### src/rtl/stream_mux_pkg.sv
// Shared types for the arbitrated stream multiplexer.
package stream_mux_pkg;

  typedef enum logic {
    ARB_RR    = 1'b0,
    ARB_FIXED = 1'b1
  } arb_mode_e;

  typedef enum logic {
    IDLE   = 1'b0,
    LOCKED = 1'b1
  } arb_state_e;

endpackage

### src/rtl/stream_arb_mux_rr_arbiter.sv
// Combinational rotating-priority arbiter: lowest requester at or after ptr wins.
module rr_arbiter #(
  parameter int NUM_CH = 4,
  localparam int SELW = $clog2(NUM_CH)
) (
  input  logic [NUM_CH-1:0] req,
  input  logic [SELW-1:0]   ptr,
  output logic [NUM_CH-1:0] gnt,
  output logic [SELW-1:0]   idx
);

  logic [2*NUM_CH-1:0] dreq;
  logic                found;

  assign dreq = {req, req};

  // Positions below ptr in the lower copy are masked; the upper copy wraps.
  always_comb begin
    found = 1'b0;
    idx   = '0;
    for (int i = 0; i < 2*NUM_CH; i++) begin
      if (!found && (i >= int'(ptr)) && dreq[i]) begin
        found = 1'b1;
        idx   = SELW'(i % NUM_CH);
      end
    end
    gnt = '0;
    if (found) gnt[idx] = 1'b1;
  end

endmodule

### src/rtl/stream_arb_mux.sv
// N-channel arbitrated stream mux with packet locking and a registered output beat.
module stream_arb_mux
  import stream_mux_pkg::*;
#(
  parameter int        NUM_CH    = 4,
  parameter int        DATAWIDTH = 8,
  parameter arb_mode_e ARB_MODE  = ARB_RR,
  localparam int       SELW      = $clog2(NUM_CH)
) (
  input  logic                        clk,
  input  logic                        rst_n,
  input  logic [NUM_CH*DATAWIDTH-1:0] in_data,
  input  logic [NUM_CH-1:0]           in_valid,
  input  logic [NUM_CH-1:0]           in_last,
  output logic [NUM_CH-1:0]           in_ready,
  output logic [DATAWIDTH-1:0]        out_data,
  output logic                        out_valid,
  output logic                        out_last,
  output logic [SELW-1:0]             out_sel,
  input  logic                        out_ready
);

  arb_state_e                         state;
  logic [SELW-1:0]                    lock_ch;
  logic [SELW-1:0]                    rr_ptr;
  logic [NUM_CH-1:0]                  arb_gnt;
  logic [SELW-1:0]                    arb_idx;
  logic [NUM_CH-1:0]                  lock_oh;
  logic [NUM_CH-1:0][DATAWIDTH-1:0]   ch_data;
  logic [SELW-1:0]                    sel_ch;
  logic                               can_load;
  logic                               xfer;

  assign ch_data  = in_data;
  assign can_load = !out_valid || out_ready;
  assign sel_ch   = (state == LOCKED) ? lock_ch : arb_idx;
  assign xfer     = |(in_valid & in_ready);

  rr_arbiter #(.NUM_CH(NUM_CH)) u_arb (
    .req (in_valid),
    .ptr (rr_ptr),
    .gnt (arb_gnt),
    .idx (arb_idx)
  );

  always_comb begin
    lock_oh          = '0;
    lock_oh[lock_ch] = 1'b1;
  end

  // While locked the owner is offered ready even before it re-asserts valid.
  always_comb begin
    in_ready = '0;
    if (rst_n && can_load)
      in_ready = (state == LOCKED) ? lock_oh : arb_gnt;
  end

  always_ff @(posedge clk or negedge rst_n) begin
    if (!rst_n) begin
      state     <= IDLE;
      lock_ch   <= '0;
      rr_ptr    <= '0;
      out_valid <= 1'b0;
      out_last  <= 1'b0;
      out_data  <= '0;
      out_sel   <= '0;
    end else if (xfer) begin
      out_valid <= 1'b1;
      out_data  <= ch_data[sel_ch];
      out_last  <= in_last[sel_ch];
      out_sel   <= sel_ch;
      if (in_last[sel_ch]) begin
        state <= IDLE;
        if (ARB_MODE == ARB_RR)
          rr_ptr <= (sel_ch == SELW'(NUM_CH-1)) ? '0 : sel_ch + SELW'(1);
      end else begin
        state   <= LOCKED;
        lock_ch <= sel_ch;
      end
    end else if (out_ready) begin
      out_valid <= 1'b0;
    end
  end

endmodule

### config.mk
export PLATFORM = sky130hd
export DESIGN_NAME = stream_arb_mux
export DESIGN_NICKNAME = d
export VERILOG_FILES = /design/src/rtl/stream_mux_pkg.sv /design/src/rtl/stream_arb_mux_rr_arbiter.sv /design/src/rtl/stream_arb_mux.sv
export SDC_FILE = /design/constraint.sdc
export NUM_CORES = 1
export LEC_CHECK = 0
export BUFFER_PORTS_ARGS = -buffer_cell sky130_fd_sc_hd__buf_4
export CORE_UTILIZATION = 45
export DETAILED_ROUTE_END_ITERATION = 16
export PLACE_DENSITY_LB_ADDON = 0.2
export SLEW_MARGIN = 10
export SYNTH_ARGS = -nofsm -noshare
export SYNTH_HDL_FRONTEND = slang
export SYNTH_HIERARCHICAL = 1
export SYNTH_SLANG_ARGS = --single-unit
### constraint.sdc
create_clock -name clk -period 5.8 [get_ports clk]
set_input_delay 1.16 -clock clk [delete_from_list [all_inputs] [get_ports clk]]
set_output_delay 1.16 -clock clk [all_outputs]
set_load 0.01 [all_outputs]
==> results of run 1 <==
power by group:
group          switching, W  internal, W  total [W]
Sequential        0.0000643     0.000177   0.000242
Combinational      0.000210     0.000286   0.000496
Clock             0.0000364    0.0000268  0.0000632
Total              0.000311     0.000490   0.000801
cell families after synthesis:
logic type             share of synthesized area [%]
flip-flops                                      33.9
multiplexers                                    32.3
AND/OR/NAND/NOR                                 9.76
AO/OA/AOI/OAI                                   16.7
XOR/XNOR                                       0.697
buffers and inverters                           6.67
metrics by stage:
step | util [%] | hold WS (ns) | cells
finish | 66.3 | 0.486 | 199
global route | 66.3 | 0.535 | 199
CTS | 66.3 | 0.491 | 199
detailed placement | 65.3 | 0.471 | 195
global placement | 65.3 | 0.461 | 195
floorplan | - | 0.513 | 115
sequential cells by signal, summed over array words and instances (netlist names):
| signal | count |
|---|---|
| out_valid | 1 |
| out_data | 8 |
| state | 1 |
| out_sel | 2 |
| rr_ptr | 2 |
| out_last | 1 |
| lock_ch | 2 |
synth_stat cells (2+ instances only):
library cell / count
mux2i_4: 2
inv_1: 4
o221a_2: 2
mux2_2: 8
dfrtp_1: 17
mux2_4: 2
nand2_1: 10
o21ai_1: 2
mux4_2: 8
nor2_1: 8
buf_6: 3
o21ai_0: 4
clkbuf_2: 2
nand2b_1: 3
o21bai_1: 2
buf_2: 5
a22oi_1: 2
mux2i_1: 6
a21oi_1: 9
how the worst min path moves through the flow:
stage	end	slack, ns	depth (start not counted)
after floorplan	out_last$_DFFE_PN0P_	0.51	2
after global placement	out_last$_DFFE_PN0P_	0.46	2
after detailed placement	out_last$_DFFE_PN0P_	0.47	2
after CTS	out_last$_DFFE_PN0P_	0.49	2
after global routing	out_last$_DFFE_PN0P_	0.53	2
final	out_last$_DFFE_PN0P_	0.49	2
metal layers:
layer | part of all wire, % | vias up | track usage (%)
li1 | - | 532 | -
met3 | 6.1 | 5 | 6.11
met1 | 38 | 547 | 22.9
met4 | 1.2 | 0 | 7.69
met2 | 54 | 49 | 40.4
met5 | 0 | - | 0
cell type report:
type                            instances  area share, %
Inverter                                4          0.882
Tap cell                               30           2.21
Sequential cell                        17           25.0
Multi-Input combinational cell         84           43.9
Timing Repair Buffer                   60           26.5
Clock buffer                            4           1.54
worst max-delay path, cell delays in order:
cell and delay [ns]:
buf_4 0.15, nor2_1 0.13, o21bai_1 0.10, a21boi_0 0.28
nand2_1 0.10, a21oi_1 0.13, buf_4 0.13
==> results.toml, run 1 <==
[clocking]
numCtsBuffers = 3
clock-sinks = 17
cts_max_path_buffers = 2
clkSlewWorstSetupHoldPaths_ns = 0.09
cts_setup_buffers = 0
clkLatencyLatePin_ns = 0.29
cts_tree = "done"
ctsResizeCount = 0
htree_num_levels = 1
ctsHoldBuffers = 0
cts_root_buffer = "clkbuf_4"

[routing]
vias_per_cell = 5.69
wl_per_cell_microns = 13.9
postRouteAntennaNets = 0
wl_microns = 2770
drc = 0
vias = 1133
first_pass_iters = 4
drtIter0Drc = 15

[sta]
finalSetupViolations = 0
period_needed_ns = 3.33
worst_pin_slew_ns = 0.658
clock_skew_ns = 0.00408
fmax_ghz = 0.300
setup_ws_ns = 2.47
fin_setup_tns_ns = 0
drv_slew = 0
slew_headroom_pct = 55.2
finalHoldViolations = 0
grt_setup_unrepaired = "no"
post-route-period-util_pct = 57.4

[cells_and_area]
fillers = 219
seq_area_sq_um = 425
layout_commonest_cell = "buf_4"
layout-drive-gt1-share_pct = 51.5
layout_common_cells = "60 x buf_4, 17 x dfrtp_1, 10 x nand2_1"
final_cell_area_sq_mm = 0.00170
area_growth_pct = 35.5
antennaDiodeCount = 0
multiInputGateArea_sq_um = 747
layout.nets = 213

[floorplanning]
core_area_sq_mm = 0.00257
die_h_microns = 54.8
start_util_pct = 48.9
die_area_sq_mm = 0.00301
die_w_microns = 54.8
row_count = 18
num_io_pins = 59

[setup_path]
cp.required_ns = 4.64
endpoint = "in_ready[2]"
worst-setup-path-type = "in -> out"
critical_path_arrival_ns = 2.17
path_max_fanout = 11
rrSetupSlack_ns = 3.16
cp-start-kind = "input port"
reg2reg_to = "rr_ptr[1]$_DFFE_PN0P_"
timing.rr.start = "rr_ptr[1]$_DFFE_PN0P_"
worst_setup_path_end_kind = "output port"
r2r_cells = 8
crit_path_start = "in_valid[0]"

[logic_synthesis]
yosysUniqueCellTypes = 35
synth_warnings = 6
ys_top_cells_by_area = "dfrtp_1 34%, mux4_2 14%, mux2_2 7.2%"
yosysTopAreaCell = "dfrtp_1"
syn_inst = 115
synth-seq-area-share_pct = 33.9
synth_edf_count = 0
synth_ff_type = "dfrtp_1"
postSynthNetCount = 158
ys_ff_latch = 17
yosys.area.top_type_share_pct = 33.9
syn_area_sq_mm = 0.00126
syn_avg_cell_area_sq_um = 10.9
async_flop_share_pct = 100

[global_routing]
grt_pass1_wl_microns = 4490
grtUsageTotal_pct = 21.7
antenna_found_initial = 0
grt.overflow.total = 0
grt_max_degree = 21
grt_pass1_vias = 1062

[min_path]
hp-class = "reg -> reg"
hp-start = "out_last$_DFFE_PN0P_"

[placed_design]
detailed_place_hpwl_microns = 2170
port_buffers = 58
dp_slack_ns = 2.46
postPlaceCellArea_sq_mm = 0.00168
gp_congestion = 0.791

[pwr]
vdd_drop_max_mv = 0.295
leakagePower_nw = 0.820
total_power_w = 0.000801
p_per_area_mw_per_mm2 = 471

[outcome]
status = "finished clean"

[run]
max_cap_violations = 0
Power figures use the tool's default switching activity.
==> inputs of run 2 (changes only) <==
Settings changed: ABC_AREA set to 1, CORE_UTILIZATION 45 to 43.
Clock period 5.8 ns to 2.8 ns, I/O delays scaled along.
==> run 2 against run 1 <==
The run now ends with DRC left. Sequential power increased by 93%. Synthesized area increased by 8.6%. Register-to-register slack worse by 2.4 ns. Via count rose by 26%. Die area increased by 13%. Clock power is 100% higher. Sequential share of layout area decreased by 1.9 points. Highest routed layer unchanged. Critical path depth up 4. Largest power group unchanged.
==> results.toml, run 2 <==
[clocking]
ctsResizeCount = 0
clkSlewWorstSetupHoldPaths_ns = 0.10
cts_root_buffer = "clkbuf_4"
ctsHoldBuffers = 0
clock-sinks = 17
cts_tree = "done"
htree_num_levels = 1
cts_max_path_buffers = 2
numCtsBuffers = 3
cts_setup_buffers = 0
clkLatencyLatePin_ns = 0.28

[run]
max_cap_violations = 0

[global_routing]
grtUsageTotal_pct = 20.9
grt_max_degree = 19
antenna_found_initial = 0
grt.overflow.total = 0
grt_pass1_wl_microns = 5650
grt_pass1_vias = 1327

[sta]
finalHoldViolations = 0
finalSetupViolations = 0
fmax_ghz = 0.429
clock_skew_ns = 0.00635
slew_headroom_pct = 69.4
setup_ws_ns = 0.471
drv_slew = 0
post-route-period-util_pct = 83.2
period_needed_ns = 2.33
worst_pin_slew_ns = 0.459
fin_setup_tns_ns = 0
grt_setup_unrepaired = "no"

[cells_and_area]
layout_common_cells = "74 x nand2_1, 60 x buf_4, 21 x nor2_1"
largest_reg_flops = 8
antennaDiodeCount = 0
layout_commonest_cell = "nand2_1"
area_growth_pct = 34.8
layout-drive-gt1-share_pct = 35.1
top_register = "out_data"
layout.nets = 309

[logic_synthesis]
ys_top_cells_by_area = "dfrtp_1 31%, nand2_1 20%, o21ai_0 7.3%"
async_flop_share_pct = 100
yosysTopAreaCell = "dfrtp_1"
syn_avg_cell_area_sq_um = 6.56
yosys.area.top_type_share_pct = 31.2
syn_area_sq_mm = 0.00136
ys_ff_latch = 17
yosysUniqueCellTypes = 24
synthMostInstantiatedCell = "nand2_1"
synth_ff_type = "dfrtp_1"
synth_edf_count = 0
ys_top_cells_by_count = "74 x nand2_1, 21 x nor2_1, 20 x o21ai_0, 17 x dfrtp_1, 16 x inv_1"
syn_inst = 208
synth-seq-area-share_pct = 31.2
synth_warnings = 6
postSynthNetCount = 251

[routing]
wl_per_cell_microns = 10.6
drc = 1
drtIter0Drc = 68
postRouteAntennaNets = 0
vias_per_cell = 4.63
vias = 1432
first_pass_iters = 12
wl_microns = 3280

[setup_path]
critical_path_arrival_ns = 1.77
cp-start-kind = "flop"
path_max_fanout = 4
worst-setup-path-type = "reg -> out"
cp.required_ns = 2.24
worst_setup_path_end_kind = "output port"

[min_path]
hp-class = "in -> async"

[floorplanning]
num_io_pins = 59
die_area_sq_mm = 0.00340
die_w_microns = 58.3
die_h_microns = 58.3
core_area_sq_mm = 0.00303
row_count = 20
start_util_pct = 45.0

[placed_design]
port_buffers = 58
gp_congestion = 0.850
detailed_place_hpwl_microns = 2600
dp_slack_ns = 0.517

[pwr]
leakagePower_nw = 1.01
vdd_drop_max_mv = 0.399
p_per_area_mw_per_mm2 = 965

[outcome]
violations = "DRC"
status = "finished with violations"
[run 2: worst paths after layout]
check                                        start                      end  slack [ns]  cells after the start
max reg2reg                  rr_ptr[1]$_DFFE_PN0P_    rr_ptr[1]$_DFFE_PN0P_        0.76                     15
min reg2reg                out_data[0]$_DFFE_PN0P_  out_data[0]$_DFFE_PN0P_        0.49                      2
max in group asynchronous                    rst_n  out_data[5]$_DFFE_PN0P_        2.48                      1
min in group clk           out_data[0]$_DFFE_PN0P_  out_data[0]$_DFFE_PN0P_        0.49                      2
min                                          rst_n  out_data[0]$_DFFE_PN0P_        0.12                      1
max                          rr_ptr[1]$_DFFE_PN0P_              in_ready[2]        0.47                     11
[run 2: power by group]
part | internal [W] | switching (W)
Clock | 0.0000552 | 0.0000718
Combinational | 0.000464 | 0.000715
Sequential | 0.000362 | 0.000104
[run 2: per-stage QoR]
| step | util, % | hold WS [ns] | area (sq um) | power (W) | instances |
|---|---|---|---|---|---|
| floorplan | - | 0.264 | 1360 | 0.00133 | 208 |
| CTS | 60.7 | 0.120 | 1840 | 0.00179 | 309 |
| finish | 60.7 | 0.119 | 1840 | 0.00177 | 309 |
| detailed placement | 59.8 | 0.441 | 1810 | 0.00165 | 305 |
| global placement | 59.8 | 0.438 | 1810 | 0.00164 | 305 |
| global route | 60.7 | 0.136 | 1840 | 0.00197 | 309 |
[run 2: critical path, cell delays in order, from the launching register on]
cell and delay [ns]:
dfrtp_1 0.40, nor2_1 0.06, nand2_1 0.13, nand2_2 0.09, nor2_4 0.12, nand3_2 0.08
nand2_2 0.12, inv_1 0.07, nor2_2 0.08, nand2_1 0.07, a21oi_1 0.13, buf_4 0.14
[run 2: kinds of logic after synthesis]
family                 synth area share, %
AO/OA/AOI/OAI                         15.4
XOR/XNOR                             0.642
buffers and inverters                 10.5
flip-flops                            31.2
AND/OR/NAND/NOR                       42.3
[run 2: layout make-up]
type,count,area [sq um]
fillers,295,1190
repair buffers,60,450
well taps,44,55.1
clock buffers,4,26.3
flip-flops and latches,17,425
multi-input cells,162,796
inverters,22,85.1
[run 2: layer usage]
metal	routed length, microns	GRT usage [%]	share of wire [%]
met1	1590	30.1	49
met2	1540	34.2	47
met3	126	1.98	3.8
met4	19	4.76	0.58
met5	0	0	0
